===== config.mk =====
export PLATFORM = sky130hd
export DESIGN_NAME = chip8_exec_scheduler
export DESIGN_NICKNAME = d
export VERILOG_FILES = /design/src/rtl/chip8_pkg.sv /design/src/rtl/chip8_down_timer.sv /design/src/rtl/chip8_exec_scheduler.sv
export SDC_FILE = /design/constraint.sdc
export NUM_CORES = 1
export LEC_CHECK = 0
export BUFFER_PORTS_ARGS = -buffer_cell sky130_fd_sc_hd__clkbuf_2
export CAP_MARGIN = 15
export CELL_PAD_IN_SITES_DETAIL_PLACEMENT = 1
export CELL_PAD_IN_SITES_GLOBAL_PLACEMENT = 2
export CORE_MARGIN = 3
export CORE_UTILIZATION = 34
export DETAILED_ROUTE_END_ITERATION = 10
export HOLD_SLACK_MARGIN = 0.03
export PLACE_DENSITY = 0.89
export SYNTH_ARGS = -nofsm -noshare
export SYNTH_HDL_FRONTEND = slang
export SYNTH_HIERARCHICAL = 1
export SYNTH_SLANG_ARGS = --single-unit

===== constraint.sdc =====
create_clock -name clk -period 2.6 [get_ports clk]
set_input_delay 0.52 -clock clk [delete_from_list [all_inputs] [get_ports clk]]
set_output_delay 0.52 -clock clk [all_outputs]
set_load 0.005 [all_outputs]

===== src/rtl/chip8_pkg.sv =====
// Shared constants and types for the CHIP-8 execution scheduler.
// Latency: n/a (definitions only).
// Backpressure: n/a.
package chip8_pkg;

  localparam int FRAME_CYCLES_DEFAULT    = 16666;
  localparam int INSTR_PER_FRAME_DEFAULT = 10;
  localparam int TIMER_W                 = 8;

  // RUN: steps may be offered; WAIT_FRAME: budget spent, idle until the next frame.
  typedef enum logic {
    RUN        = 1'b0,
    WAIT_FRAME = 1'b1
  } sched_state_t;

endpackage


===== src/rtl/chip8_down_timer.sv =====
// Loadable 8-bit saturating down-counter used for the DT and ST timers.
// Latency: load/decrement visible one cycle after the edge that samples we/dec.
// Backpressure: none; a load on the same edge as a decrement wins.
module chip8_down_timer
  import chip8_pkg::*;
(
  input  logic               clk,
  input  logic               reset,
  input  logic               we,
  input  logic               dec,
  input  logic [TIMER_W-1:0] wdata,
  output logic [TIMER_W-1:0] value
);

  // Load has priority; decrement stops at zero rather than wrapping.
  always_ff @(posedge clk) begin
    if (reset) begin
      value <= '0;
    end else if (we) begin
      value <= wdata;
    end else if (dec && (value != '0)) begin
      value <= value - 1'b1;
    end
  end

endmodule


===== src/rtl/chip8_exec_scheduler.sv =====
// Paces CPU instruction steps against a fixed frame cadence and owns the DT/ST timers.
// Latency: step_valid is combinational from registered state; frame_tick is a registered 1-cycle pulse.
// Backpressure: step_valid holds until step_ready handshakes it (or pause rises); stalls once the frame budget is spent.
// Optional: define CHIP8_VBLANK_WAIT_EN to make a DXYN draw end the frame's stepping.
module chip8_exec_scheduler
  import chip8_pkg::*;
#(
  parameter int FRAME_CYCLES    = FRAME_CYCLES_DEFAULT,
  parameter int INSTR_PER_FRAME = INSTR_PER_FRAME_DEFAULT
) (
  input  logic               clk,
  input  logic               reset,
  input  logic               pause,
  output logic               step_valid,
  input  logic               step_ready,
  input  logic               draw_req,
  input  logic               dt_we,
  input  logic               st_we,
  input  logic [TIMER_W-1:0] timer_wdata,
  output logic [TIMER_W-1:0] dt_value,
  output logic               sound_on,
  output logic               frame_tick,
  output logic [15:0]        frame_count
);

  localparam int CW = (FRAME_CYCLES > 1) ? $clog2(FRAME_CYCLES) : 1;
  localparam int BW = $clog2(INSTR_PER_FRAME + 1);
  localparam logic [CW-1:0] CYC_LAST    = CW'(FRAME_CYCLES - 1);
  localparam logic [BW-1:0] BUDGET_FULL = BW'(INSTR_PER_FRAME);
  localparam logic [BW-1:0] BUDGET_ONE  = BW'(1);

  logic [CW-1:0]      cyc_cnt;
  logic [BW-1:0]      budget;
  sched_state_t       state;
  logic               handshake;
  logic               draw_stall;
  logic               timer_dec;
  logic [TIMER_W-1:0] st_value;

  // Offer a step only from registered state; reset masks it so nothing is consumed mid-reset.
  assign step_valid = !reset && (state == RUN) && !pause && (budget != '0);
  assign handshake  = step_valid && step_ready;

`ifdef CHIP8_VBLANK_WAIT_EN
  assign draw_stall = handshake && draw_req;
`else
  // draw_req is deliberately ignored in this build; only budget exhaustion stalls.
  assign draw_stall = 1'b0 && draw_req;
`endif

  // Frame prescaler, tick pulse and frame counter; free-running even while paused.
  always_ff @(posedge clk) begin
    if (reset) begin
      cyc_cnt     <= '0;
      frame_tick  <= 1'b0;
      frame_count <= '0;
    end else begin
      cyc_cnt     <= (cyc_cnt == CYC_LAST) ? '0 : cyc_cnt + 1'b1;
      frame_tick  <= (cyc_cnt == CYC_LAST);
      frame_count <= frame_count + 16'(frame_tick);
    end
  end

  // Budget/state: a tick refills (discarding leftovers); a same-edge step is charged to the new frame.
  always_ff @(posedge clk) begin
    if (reset) begin
      state  <= RUN;
      budget <= BUDGET_FULL;
    end else if (frame_tick) begin
      if (handshake) begin
        budget <= draw_stall ? '0 : BUDGET_FULL - 1'b1;
        state  <= (draw_stall || (BUDGET_FULL == BUDGET_ONE)) ? WAIT_FRAME : RUN;
      end else begin
        budget <= BUDGET_FULL;
        state  <= RUN;
      end
    end else if (handshake) begin
      if (draw_stall || (budget == BUDGET_ONE)) begin
        budget <= '0;
        state  <= WAIT_FRAME;
      end else begin
        budget <= budget - 1'b1;
      end
    end
  end

  // Timers count down once per frame unless paused; loads are always accepted.
  assign timer_dec = frame_tick && !pause;

  chip8_down_timer u_dt (
    .clk   (clk),
    .reset (reset),
    .we    (dt_we),
    .dec   (timer_dec),
    .wdata (timer_wdata),
    .value (dt_value)
  );

  chip8_down_timer u_st (
    .clk   (clk),
    .reset (reset),
    .we    (st_we),
    .dec   (timer_dec),
    .wdata (timer_wdata),
    .value (st_value)
  );

  assign sound_on = (st_value != '0);

endmodule


Yosys cells after proc, flatten, opt, wreduce, memory -nomap -nowiden
Index checks and enable logic that the tools add are counted.

storage, ports and cells
  output and inout bits = 27
  logic and storage cells = 41
  register bits = 53

operators by class
  equal/unequal tests = 2
  bitwise logic cells = 1
  reductions and logical operators = 18
  add/subtract/negate cells = 5
  multiplexer cells = 8

operators by type and width
  operator                 number
  $mux W8                  4
  $add A16 B1 Y16          1
  $reduce_bool A8 Y1       2
  $sub A8 B1 Y8 const B    2
  $add A15 B1 Y15 const B  1
  $eq A15 B15 Y1 const B   1
  $mux W4                  3
  $logic_and A1 B1 Y1      7
  $reduce_bool A2 Y1       3
  $eq A4 B1 Y1 const B     1
  $reduce_bool A4 Y1       1
  $reduce_or A2 Y1         2
  $sub A4 B1 Y4 const B    1
  $logic_not A1 Y1         2
  $mux W2                  1
  $reduce_and A2 Y1        1
  $not A1 Y1               1

Logic depth before layout (Yosys ltp)
Gate-level depths: netlist (run 1).

  word-level depth = 7
  depth in mapped cells = 7
  gate-level depth less buffers = 6

By module
Netlist (run 1), hierarchy kept.

by module, submodules not included
  module                area an instance (µm²)  times used  cells an instance
  chip8_exec_scheduler  1664.1                  1           186
  chip8_down_timer      498.0                   2           60

Worst setup path before layout (run 1)
OpenSTA, ideal clock, no wires.

  kind = register to register
  start point = register frame_tick
  end point = register u_dt.value[6]
  stages on the path, launching flop included = 5
  period minus slack after synthesis = 1936 ps
  slack = 664 ps
  data required time = 2509 ps
  buffers on the path = 0
  arrival time = 1845 ps
  cell sequence = dfxtp_1 nor2b_1 nand3b_1 or4_1 a311oi_1

between the ends
  word-level cells in the longest chain between the ends = 3

RTL lines
  what                          line                        source
  from (decl)                   chip8_exec_scheduler.sv:22  output logic frame_tick,
  from (signal assigned)        chip8_exec_scheduler.sv:59  frame_tick <= (cyc_cnt == CYC_LAST);
  $logic_and A1 B1 Y1           chip8_exec_scheduler.sv:88  assign timer_dec = frame_tick && !pause;
  via timer_dec                 chip8_exec_scheduler.sv:37  logic timer_dec;
  $logic_and A1 B1 Y1           chip8_down_timer.sv:21      end else if (dec && (value != '0)) begin
  $reduce_bool A2 Y1 (no line)  -
  to (signal assigned)          chip8_down_timer.sv:20      value <= wdata;
  to (signal assigned)          chip8_down_timer.sv:22      value <= value - 1'b1;
  to (decl)                     chip8_down_timer.sv:12      output logic [TIMER_W-1:0] value

The timed path passes the listed nets, and every way through them passes these cells.
A chain may end at the register's enable or synchronous reset.

Final worst setup path (run 1)
  start point = register budget[0]
  end point = output step_valid

between the ends
  word-level cells in the longest chain between the ends = 2

RTL lines
  what                    line                        source
  from (decl)             chip8_exec_scheduler.sv:33  logic [BW-1:0] budget;
  from (signal assigned)  chip8_exec_scheduler.sv:71  budget <= draw_stall ? '0 : BUDGET_FULL - 1'b1;
  from (signal assigned)  chip8_exec_scheduler.sv:82  budget <= budget - 1'b1;
  $reduce_bool A4 Y1      chip8_exec_scheduler.sv:41  assign step_valid = !reset && (state == RUN) && !pause && (budget != '0);
  $logic_and A1 B1 Y1     chip8_exec_scheduler.sv:41
  to (decl)               chip8_exec_scheduler.sv:14  output logic step_valid,

No other way between the ends.

==> impl_metrics.env, run 1 <==
export IMPL_grt_pass1_wl_um=10420
export IMPL_hold_viol_final=0
export IMPL_cp_start_kind="register"
export IMPL_cts_tree="built"
export IMPL_status="completed"
export IMPL_finClkSkew_ns=0.007779
export IMPL_insertion_delay_ns=0.31
export IMPL_maxCapViolCount=0
export IMPL_nets=371
export IMPL_clock_tree_root_cell="clkbuf_8"
export IMPL_grtUsageTotal=0.1444
export IMPL_dieArea_mm2=0.008921
export IMPL_synth_largest_area_cell="dfxtp_1"
export IMPL_async_reset_ff_frac=0
export IMPL_drtAntennaViolNets=0
export IMPL_h_tree_depth=2
export IMPL_synth_cells=306
export IMPL_pre_cts_ws_ns=0.5290
export IMPL_yosys_warnings=6
export IMPL_die_h_um=94.45
export IMPL_synth_enable_flop_cells=0
export IMPL_ys_types=46
export IMPL_vias=2337
export IMPL_die_w_um=94.45
export IMPL_hold_worst_slack_ns=0.4821
export IMPL_finalCriticalPeriod_ns=2.114
export IMPL_antenna_found_initial=0
export IMPL_wl_um=6197
export IMPL_yosysMostFrequentCell="dfxtp_1"
export IMPL_yosys_top_cells_count="53 x dfxtp_1, 44 x nor2_1, 19 x xnor2_1"
export IMPL_drc=0
export IMPL_clockBufferDepth=2
export IMPL_ioPinCount=42
export IMPL_slew_headroom=0.5582
export IMPL_cp_required_ns=2.08
export IMPL_min_period_over_period=0.8131
export IMPL_post_cts_buffers=0
export IMPL_setup_violations=0
export IMPL_grt_pass1_vias=2307
export IMPL_dr_pass1_iters=4
export IMPL_setup_tns_ns=0
export IMPL_hold_path_class="input pin to register"
export IMPL_slew_violations=0
export IMPL_drive_gt1_frac=0.1844
export IMPL_ys_flop_type="dfxtp_1"
export IMPL_final_util=0.4114
export IMPL_worst_pin_slew_ns=0.6566
export IMPL_ir_drop_mv=0.2141
export IMPL_hpwl_um=4575
export IMPL_cts_hold_buf=0
export IMPL_num_rows=31
export IMPL_drt_iter0_drc=60
export IMPL_diodes=0
export IMPL_cts_resized=0
export IMPL_yosys_top_cells_area="dfxtp_1 40%, xnor2_1 6.3%, nor2_1 6.2%, ha_1 4.7%, xor2_1 4.6%"
export IMPL_grt_ovfl_total=0
export IMPL_syn_area_per_cell_um2=8.693
export IMPL_yosysSeqAreaShare=0.3989
export IMPL_p_per_area_mw_per_mm2=491.9
export IMPL_leakage_nw=1.138
export IMPL_crit_path_end_kind="output pin"
export IMPL_fin_ws_ns=0.4859
export IMPL_synth_top_area_frac=0.3989
export IMPL_area_growth_pct=14.58
export IMPL_core_area_mm2=0.007408
export IMPL_syn_num_nets=331
export IMPL_n_fill_cell=920
export IMPL_worstPathArrival_ns=1.59
export IMPL_path_class="register to output pin"
export IMPL_place_gp_congestion=0.7629
export IMPL_drt_wirelength_per_cell_um=13.89
export IMPL_cts_clk_slew_worst_paths_ns=0.10
export IMPL_cts_buffers=5
export IMPL_max_freq_ghz=0.4730
export IMPL_ys_ff_latch=53
export IMPL_via_per_inst=5.240
export IMPL_initial_utilization=0.3591
export IMPL_port_buffers=40
export IMPL_rsz0062_at_grt="false"
export IMPL_grt_max_degree=46
export IMPL_path_max_fanout=4
export IMPL_syn_cell_area_mm2=0.002660
export IMPL_cts_sinks=53
placed cells by master (no fill, tap or decap), types with 3 or more instances in the layout:
cell type	n
clkbuf_8	5
ha_1	10
nand3_1	11
or4_1	6
o211ai_1	4
nand4_1	5
nor4_1	7
clkbuf_2	40
or4_4	3
xnor2_1	19
or2_2	4
a21oi_1	12
nand2_1	16
inv_1	12
a211oi_1	8
dfxtp_1	53
xor2_1	14
or3_1	9
nor2_1	44
o21ai_0	7
and3_1	3
nor3_1	11
nor2b_1	4
metrics by stage:
stage / area [um2] / total power, mW / std cells
after CTS: 3048 / 1.525 / 446
final: 3048 / 1.499 / 446
after global routing: 3048 / 1.583 / 446
after detailed placement: 2958 / 1.038 / 438
after global placement: 2958 / 1.033 / 438
after floorplan: 2660 / 0.9833 / 306
critical path, cell delays in order (launching register included):
cell,delay (ns)
dfxtp_1,0.40
inv_1,0.07
ha_1,0.22
a2111oi_0,0.41
clkbuf_2,0.19
power by group:
part	internal [mW]	switching (mW)	total [mW]
combinational	0.0682	0.0885	0.157
clock	0.192	0.288	0.480
sequential	0.834	0.0280	0.862
total	1.09	0.405	1.50
cell type report:
type / count / area, um2 / share of cell area
repair buffers: 42 / 215.2 / 0.07061
flip-flops and latches: 53 / 1061 / 0.3481
well taps: 99 / 123.9 / 0.04064
clock inverters: 3 / 21.27 / 0.006979
inverters: 14 / 52.55 / 0.01724
clock buffers: 5 / 68.82 / 0.02258
multi-input cells: 230 / 1505 / 0.4938
layer usage:
metal | vias to the layer above | global-route usage | wire [um]
li1 | 1177 | - | -
met1 | 1122 | 0.1863 | 3002
met2 | 32 | 0.2465 | 2953
met3 | 6 | 0.03028 | 178
met4 | 0 | 0.03486 | 63
met5 | - | 0 | 0
path summary, 6_finish.rpt:
| check | start | endpoint | slack (ns) | depth (start not counted) |
|---|---|---|---|---|
| worst max-delay path | budget[0] | step_valid | 0.49 | 4 |
| worst min-delay path | timer_wdata[5] | u_dt/value[5] | 0.48 | 3 |
| worst max register to register | frame_tick | frame_count[14] | 0.62 | 5 |
| worst min register to register | cyc_cnt[0] | cyc_cnt[0] | 0.49 | 1 |
cells by family (layout without fill, tap and decap cells):
kind of cell | Yosys count | in the layout | synth area share
AO/OA/AOI/OAI | 48 | 48 | 0.1261
XOR/XNOR | 33 | 33 | 0.1087
adder cells (fa/ha/maj) | 10 | 10 | 0.04704
buffers and inverters | 23 | 64 | 0.03528
flip-flops | 53 | 53 | 0.3989
AND/OR/NAND/NOR | 139 | 139 | 0.2841
registers in the layout, summed over array words and instances (netlist names):
name / flops
u_st/value: 8
state: 1
frame_tick: 1
frame_count: 16
budget: 4
cyc_cnt: 15
u_dt/value: 8
Note: power is estimated with default switching activity, not from simulation.
==> inputs of run 2 (changes only) <==
==> constraint.sdc (replaced) <==
create_clock -name clk -period 2.1 [get_ports clk]
set_input_delay 0.42 -clock clk [delete_from_list [all_inputs] [get_ports clk]]
set_output_delay 0.42 -clock clk [all_outputs]
set_load 0.005 [all_outputs]
==> impl_metrics.env, run 2 (synthesis gave the netlist of run 1 again) <==
export IMPL_num_rows=31
export IMPL_max_freq_ghz=0.5226
export IMPL_drtAntennaViolNets=0
export IMPL_maxCapViolCount=0
export IMPL_drive_gt1_frac=0.1989
export IMPL_clkPwrFrac=0.334
export IMPL_area_growth_pct=17.17
export IMPL_power_switching_uw=531.2
export IMPL_min_period_over_period=0.9112
export IMPL_path_max_fanout=4
export IMPL_worstPathArrival_ns=1.49
export IMPL_clockBufferDepth=2
export IMPL_status="completed"
export IMPL_port_buffers=40
export IMPL_dieArea_mm2=0.008921
export IMPL_hpwl_um=4718
export IMPL_clock_tree_root_cell="clkbuf_8"
export IMPL_vias=2342
export IMPL_setup_tns_ns=0
export IMPL_pwr_share_seq=0.561
export IMPL_dr_pass1_iters=4
export IMPL_cts_buffers=5
export IMPL_largest_reg_flops=16
export IMPL_hold_path_class="input pin to register"
export IMPL_antenna_found_initial=0
export IMPL_p_per_area_mw_per_mm2=610.0
export IMPL_fin_area_mm2=0.003117
export IMPL_rsz0062_at_grt="false"
export IMPL_regMostFlops="frame_count"
export IMPL_leakage_nw=1.173
export IMPL_place_gp_congestion=0.7685
export IMPL_cts_hold_buf=0
export IMPL_diodes=0
export IMPL_grt_max_degree=33
export IMPL_grt_pass1_vias=2391
export IMPL_pwr_share_comb=0.105
export IMPL_initial_utilization=0.3591
export IMPL_drt_wirelength_per_cell_um=13.98
export IMPL_cp_start_kind="register"
export IMPL_wl_um=6306
export IMPL_die_h_um=94.45
export IMPL_worst_pin_slew_ns=0.6267
export IMPL_h_tree_depth=2
export IMPL_path_class="register to output pin"
export IMPL_finClkSkew_ns=0.01100
export IMPL_cts_sinks=53
export IMPL_core_area_mm2=0.007408
export IMPL_final_cell_mix="53 x dfxtp_1, 44 x nor2_1, 40 x clkbuf_2"
export IMPL_die_w_um=94.45
export IMPL_slew_headroom=0.5784
export IMPL_slew_violations=0
export IMPL_drt_iter0_drc=57
export IMPL_crit_path_end_kind="output pin"
export IMPL_nets=376
export IMPL_grtUsageTotal=0.1507
export IMPL_cts_tree="built"
export IMPL_p_total_mw=1.901
export IMPL_pre_cts_ws_ns=0.2433
export IMPL_ioPinCount=42
export IMPL_reg_top3="frame_count (16), cyc_cnt (15)"
export IMPL_grt_ovfl_total=0
export IMPL_insertion_delay_ns=0.32
export IMPL_hold_worst_slack_ns=0.3693
export IMPL_final_common_cell="dfxtp_1"
export IMPL_grt_pass1_wl_um=11000
export IMPL_hold_viol_final=0
export IMPL_fin_ws_ns=0.1865
export IMPL_setup_violations=0
export IMPL_via_per_inst=5.193
export IMPL_cts_clk_slew_worst_paths_ns=0.11
export IMPL_internal_power_mw=1.370
export IMPL_cp_required_ns=1.68
export IMPL_finalCriticalPeriod_ns=1.914
export IMPL_p_sw_frac=0.2794
export IMPL_n_fill_cell=924
export IMPL_post_dp_cell_area_mm2=0.003008
export IMPL_drc=0
export IMPL_ir_drop_mv=0.2483
## run 2: worst paths after layout
path,start,end,slack [ns],cells past startpoint
max,budget[0],step_valid,0.19,4
min,timer_wdata[5],u_dt/value[5],0.37,3
max reg2reg,cyc_cnt[0],cyc_cnt[12],0.24,5
min reg2reg,cyc_cnt[14],cyc_cnt[14],0.48,2
## run 2: critical path: stages, from the launching register on
cell and delay (ns):
dfxtp_1 0.39, inv_1 0.07, ha_1 0.24, a2111oi_2 0.31
clkbuf_2 0.17
## run 2: cell type report
type / count / area [um2] / area share
multi-input cells: 230 / 1511 / 0.4849
inverters: 14 / 52.55 / 0.01686
flip-flops and latches: 53 / 1061 / 0.3404
clock buffers: 5 / 68.82 / 0.02208
well taps: 99 / 123.9 / 0.03974
repair buffers: 47 / 265.3 / 0.08511
clock inverters: 3 / 33.78 / 0.01084
## run 2: per-layer routing
| metal | wire length (um) | GRT usage | vias up | share of wire |
|---|---|---|---|---|
| li1 | - | - | 1176 | - |
| met1 | 3041 | 0.1961 | 1126 | 0.48 |
| met2 | 2995 | 0.2524 | 31 | 0.47 |
| met3 | 174 | 0.02869 | 9 | 0.028 |
| met4 | 94 | 0.04567 | 0 | 0.015 |
| met5 | 0 | 0 | - | 0 |
## run 2: timing repair
action / 4_1_cts / 5_1_grt
setup buffers: 0 / 0
setup endpoints to repair: 0 / 1
resized for setup: 0 / 2
## run 2: power groups by stage
stage | Sequential (mW) | Clock (mW) | Combinational (mW)
after floorplan | 1.08 | 0 | 0.135
after global placement | 1.09 | 0 | 0.193
after detailed placement | 1.09 | 0 | 0.199
after CTS | 1.07 | 0.661 | 0.201
after global routing | 1.08 | 0.705 | 0.225
final | 1.07 | 0.634 | 0.200
## run 2: metrics by stage
step | utilization | std cells
5_1_grt | 0.4207 | 451
3_3_place_gp | 0.4060 | 443
4_1_cts | 0.4199 | 451
2_1_floorplan | - | 306
6_report | 0.4207 | 451
3_5_place_dp | 0.4060 | 443
==> inputs of run 3 (changes only) <==
--- a/config.mk
+++ b/config.mk
@@ -9,6 +9,7 @@
 export CAP_MARGIN = 15
 export CELL_PAD_IN_SITES_DETAIL_PLACEMENT = 1
 export CELL_PAD_IN_SITES_GLOBAL_PLACEMENT = 2
+export CORE_ASPECT_RATIO = 0.7
 export CORE_MARGIN = 3
 export CORE_UTILIZATION = 34
 export DETAILED_ROUTE_END_ITERATION = 10
==> constraint.sdc (replaced) <==
create_clock -name clk -period 2.1 [get_ports clk]
set_input_delay 0.42 -clock clk [delete_from_list [all_inputs] [get_ports clk]]
set_output_delay 0.42 -clock clk [all_outputs]
set_load 0.01 [all_outputs]
==> impl_metrics.env, run 3 (synthesis gave the netlist of run 1 again) <==
export IMPL_status="completed"
export IMPL_final_util=0.4212
export IMPL_drive_gt1_frac=0.1989
export IMPL_crit_path_end="step_valid"
export IMPL_die_h_um=80.01
export IMPL_grt_pass1_vias=2369
export IMPL_setup_violations=0
export IMPL_r2r_end="cyc_cnt[4]"
export IMPL_final_common_cell="dfxtp_1"
export IMPL_drt_iter0_drc=157
export IMPL_vias=2371
export IMPL_final_cell_mix="52 x dfxtp_1, 44 x nor2_1, 40 x clkbuf_2"
export IMPL_grt_max_degree=29
export IMPL_path_depth=4
export IMPL_n_fill_cell=915
export IMPL_p_per_area_mw_per_mm2=637.2
export IMPL_ioPinCount=42
export IMPL_core_area_mm2=0.007450
export IMPL_hpwl_um=5074
export IMPL_startpoint="budget[0]"
export IMPL_num_rows=26
export IMPL_reg_top3="frame_count (16), cyc_cnt (15)"
export IMPL_cts_sinks=53
export IMPL_crit_path_cell_trace="inv_1 > ha_1 > a2111oi_4 > clkbuf_2"
export IMPL_reg2reg_depth=5
export IMPL_crit_path_end_kind="output pin"
export IMPL_whs_path_depth=3
export IMPL_grt_pass1_wl_um=11700
export IMPL_slew_violations=0
export IMPL_hold_viol_final=0
export IMPL_place_gp_congestion=0.8034
export IMPL_regMostFlops="frame_count"
export IMPL_path_max_fanout=4
export IMPL_cts_tree="built"
export IMPL_slew_headroom=0.6425
export IMPL_diodes=0
export IMPL_min_period_over_period=0.9410
export IMPL_setup_tns_ns=0
export IMPL_r2r_start="cyc_cnt[0]"
export IMPL_insertion_delay_ns=0.32
export IMPL_crit_buf_inv=2
export IMPL_initial_utilization=0.3571
export IMPL_cp_required_ns=1.68
export IMPL_clockBufferDepth=2
export IMPL_antenna_found_initial=0
export IMPL_leakage_nw=1.180
export IMPL_finClkSkew_ns=0.01729
export IMPL_cp_top_family="flip-flops"
export IMPL_hold_path_class="input pin to register"
export IMPL_nets=376
export IMPL_r2r_setup_slack_ns=0.20
export IMPL_die_w_um=111.7
export IMPL_worst_pin_slew_ns=0.5313
export IMPL_dr_pass1_iters=6
export IMPL_grtUsageTotal=0.1617
export IMPL_path_class="register to output pin"
export IMPL_h_tree_depth=2
export IMPL_cts_clk_slew_worst_paths_ns=0.11
export IMPL_worstPathArrival_ns=1.56
export IMPL_drt_wirelength_per_cell_um=15.29
export IMPL_maxCapViolCount=0
export IMPL_slowest_stage="dfxtp_2"
export IMPL_slowest_delay_ns=0.38
export IMPL_max_freq_ghz=0.5061
export IMPL_port_buffers=40
export IMPL_area_growth_pct=17.97
export IMPL_wl_um=6880
export IMPL_grt_ovfl_total=0
export IMPL_via_per_inst=5.269
export IMPL_ir_drop_mv=0.2898
export IMPL_largest_reg_flops=16
export IMPL_rsz0062_at_grt="false"
export IMPL_cts_buffers=5
export IMPL_finalCriticalPeriod_ns=1.976
export IMPL_drc=0
export IMPL_dieArea_mm2=0.008938
export IMPL_clock_tree_root_cell="clkbuf_8"
export IMPL_cp_start_kind="register"
export IMPL_drtAntennaViolNets=0
run 3: changes by cell type in the layout (fill, tap and decap cells not counted), sizes merged:
| cell | before | now |
|---|---|---|
| clkbuf | 45 | 46 |
| clkinv | 5 | 3 |
| bufinv | 0 | 1 |
run 3: how the worst min path moves through the flow:
stage                   startpoint             to  slack, ns
finish              timer_wdata[2]  u_st/value[2]       0.35
floorplan               cyc_cnt[0]     cyc_cnt[0]       0.43
detailed placement      cyc_cnt[0]     cyc_cnt[0]       0.47
global placement        cyc_cnt[0]     cyc_cnt[0]       0.45
global route        timer_wdata[2]  u_st/value[2]       0.37
CTS                 timer_wdata[2]  u_st/value[2]       0.33
run 3: final cells by class:
cell class | instances | area, um2 | share of cell area
clock buffer | 6 | 72.57 | 0.02313
tap | 98 | 122.6 | 0.03908
sequential | 53 | 1062 | 0.3385
clock inverter | 2 | 38.79 | 0.01236
timing repair buffer | 47 | 265.3 | 0.08453
inverter | 14 | 52.55 | 0.01675
multi-input combinational | 230 | 1524 | 0.4856
run 3: stage by stage:
| stage | power, mW | worst slack [ns] | cells | hold slack (ns) | instance area, um2 |
|---|---|---|---|---|---|
| 2_1_floorplan | 1.222 | 0.1260 | 306 | 0.4333 | 2660 |
| 3_5_place_dp | 1.297 | 0.1488 | 442 | 0.4654 | 3007 |
| 3_3_place_gp | 1.289 | 0.2503 | 442 | 0.4490 | 3007 |
| 4_1_cts | 2.028 | 0.002651 | 450 | 0.3310 | 3124 |
| 5_1_grt | 2.094 | 0.03265 | 450 | 0.3681 | 3138 |
| 6_report | 1.999 | 0.1239 | 450 | 0.3470 | 3138 |
run 3: worst register-to-register path, stage by stage, from the launching register on:
cell,delay (ns)
dfxtp_1,0.40
ha_1,0.18
or4bb_1,0.40
or4_4,0.55
nand2b_4,0.19
nor2_1,0.08
run 3: metal layers:
layer / share of wire / vias to the layer above / wire, um / track usage
li1: - / 1182 / - / -
met1: 0.52 / 1148 / 3588 / 0.2265
met2: 0.44 / 33 / 3010 / 0.2428
met5: 0 / - / 0 / 0
met4: 0.013 / 0 / 89 / 0.06075
met3: 0.028 / 8 / 192 / 0.03485
run 3: report_power, final:
part           internal (mW)  leakage [nW]  switching [mW]
Clock                  0.359        0.0554           0.360
Sequential              1.03         0.432          0.0363
Combinational         0.0890         0.692           0.123
run 3: timing repair:
item                       in CTS  in global routing
hold buffers                    0                  0
gates cloned                    0                  0
setup endpoints to repair       1                  1
pin swaps                       0                  0
hold endpoints to repair        0                  0
buffers inserted                0                  0
resized for setup               2                  2
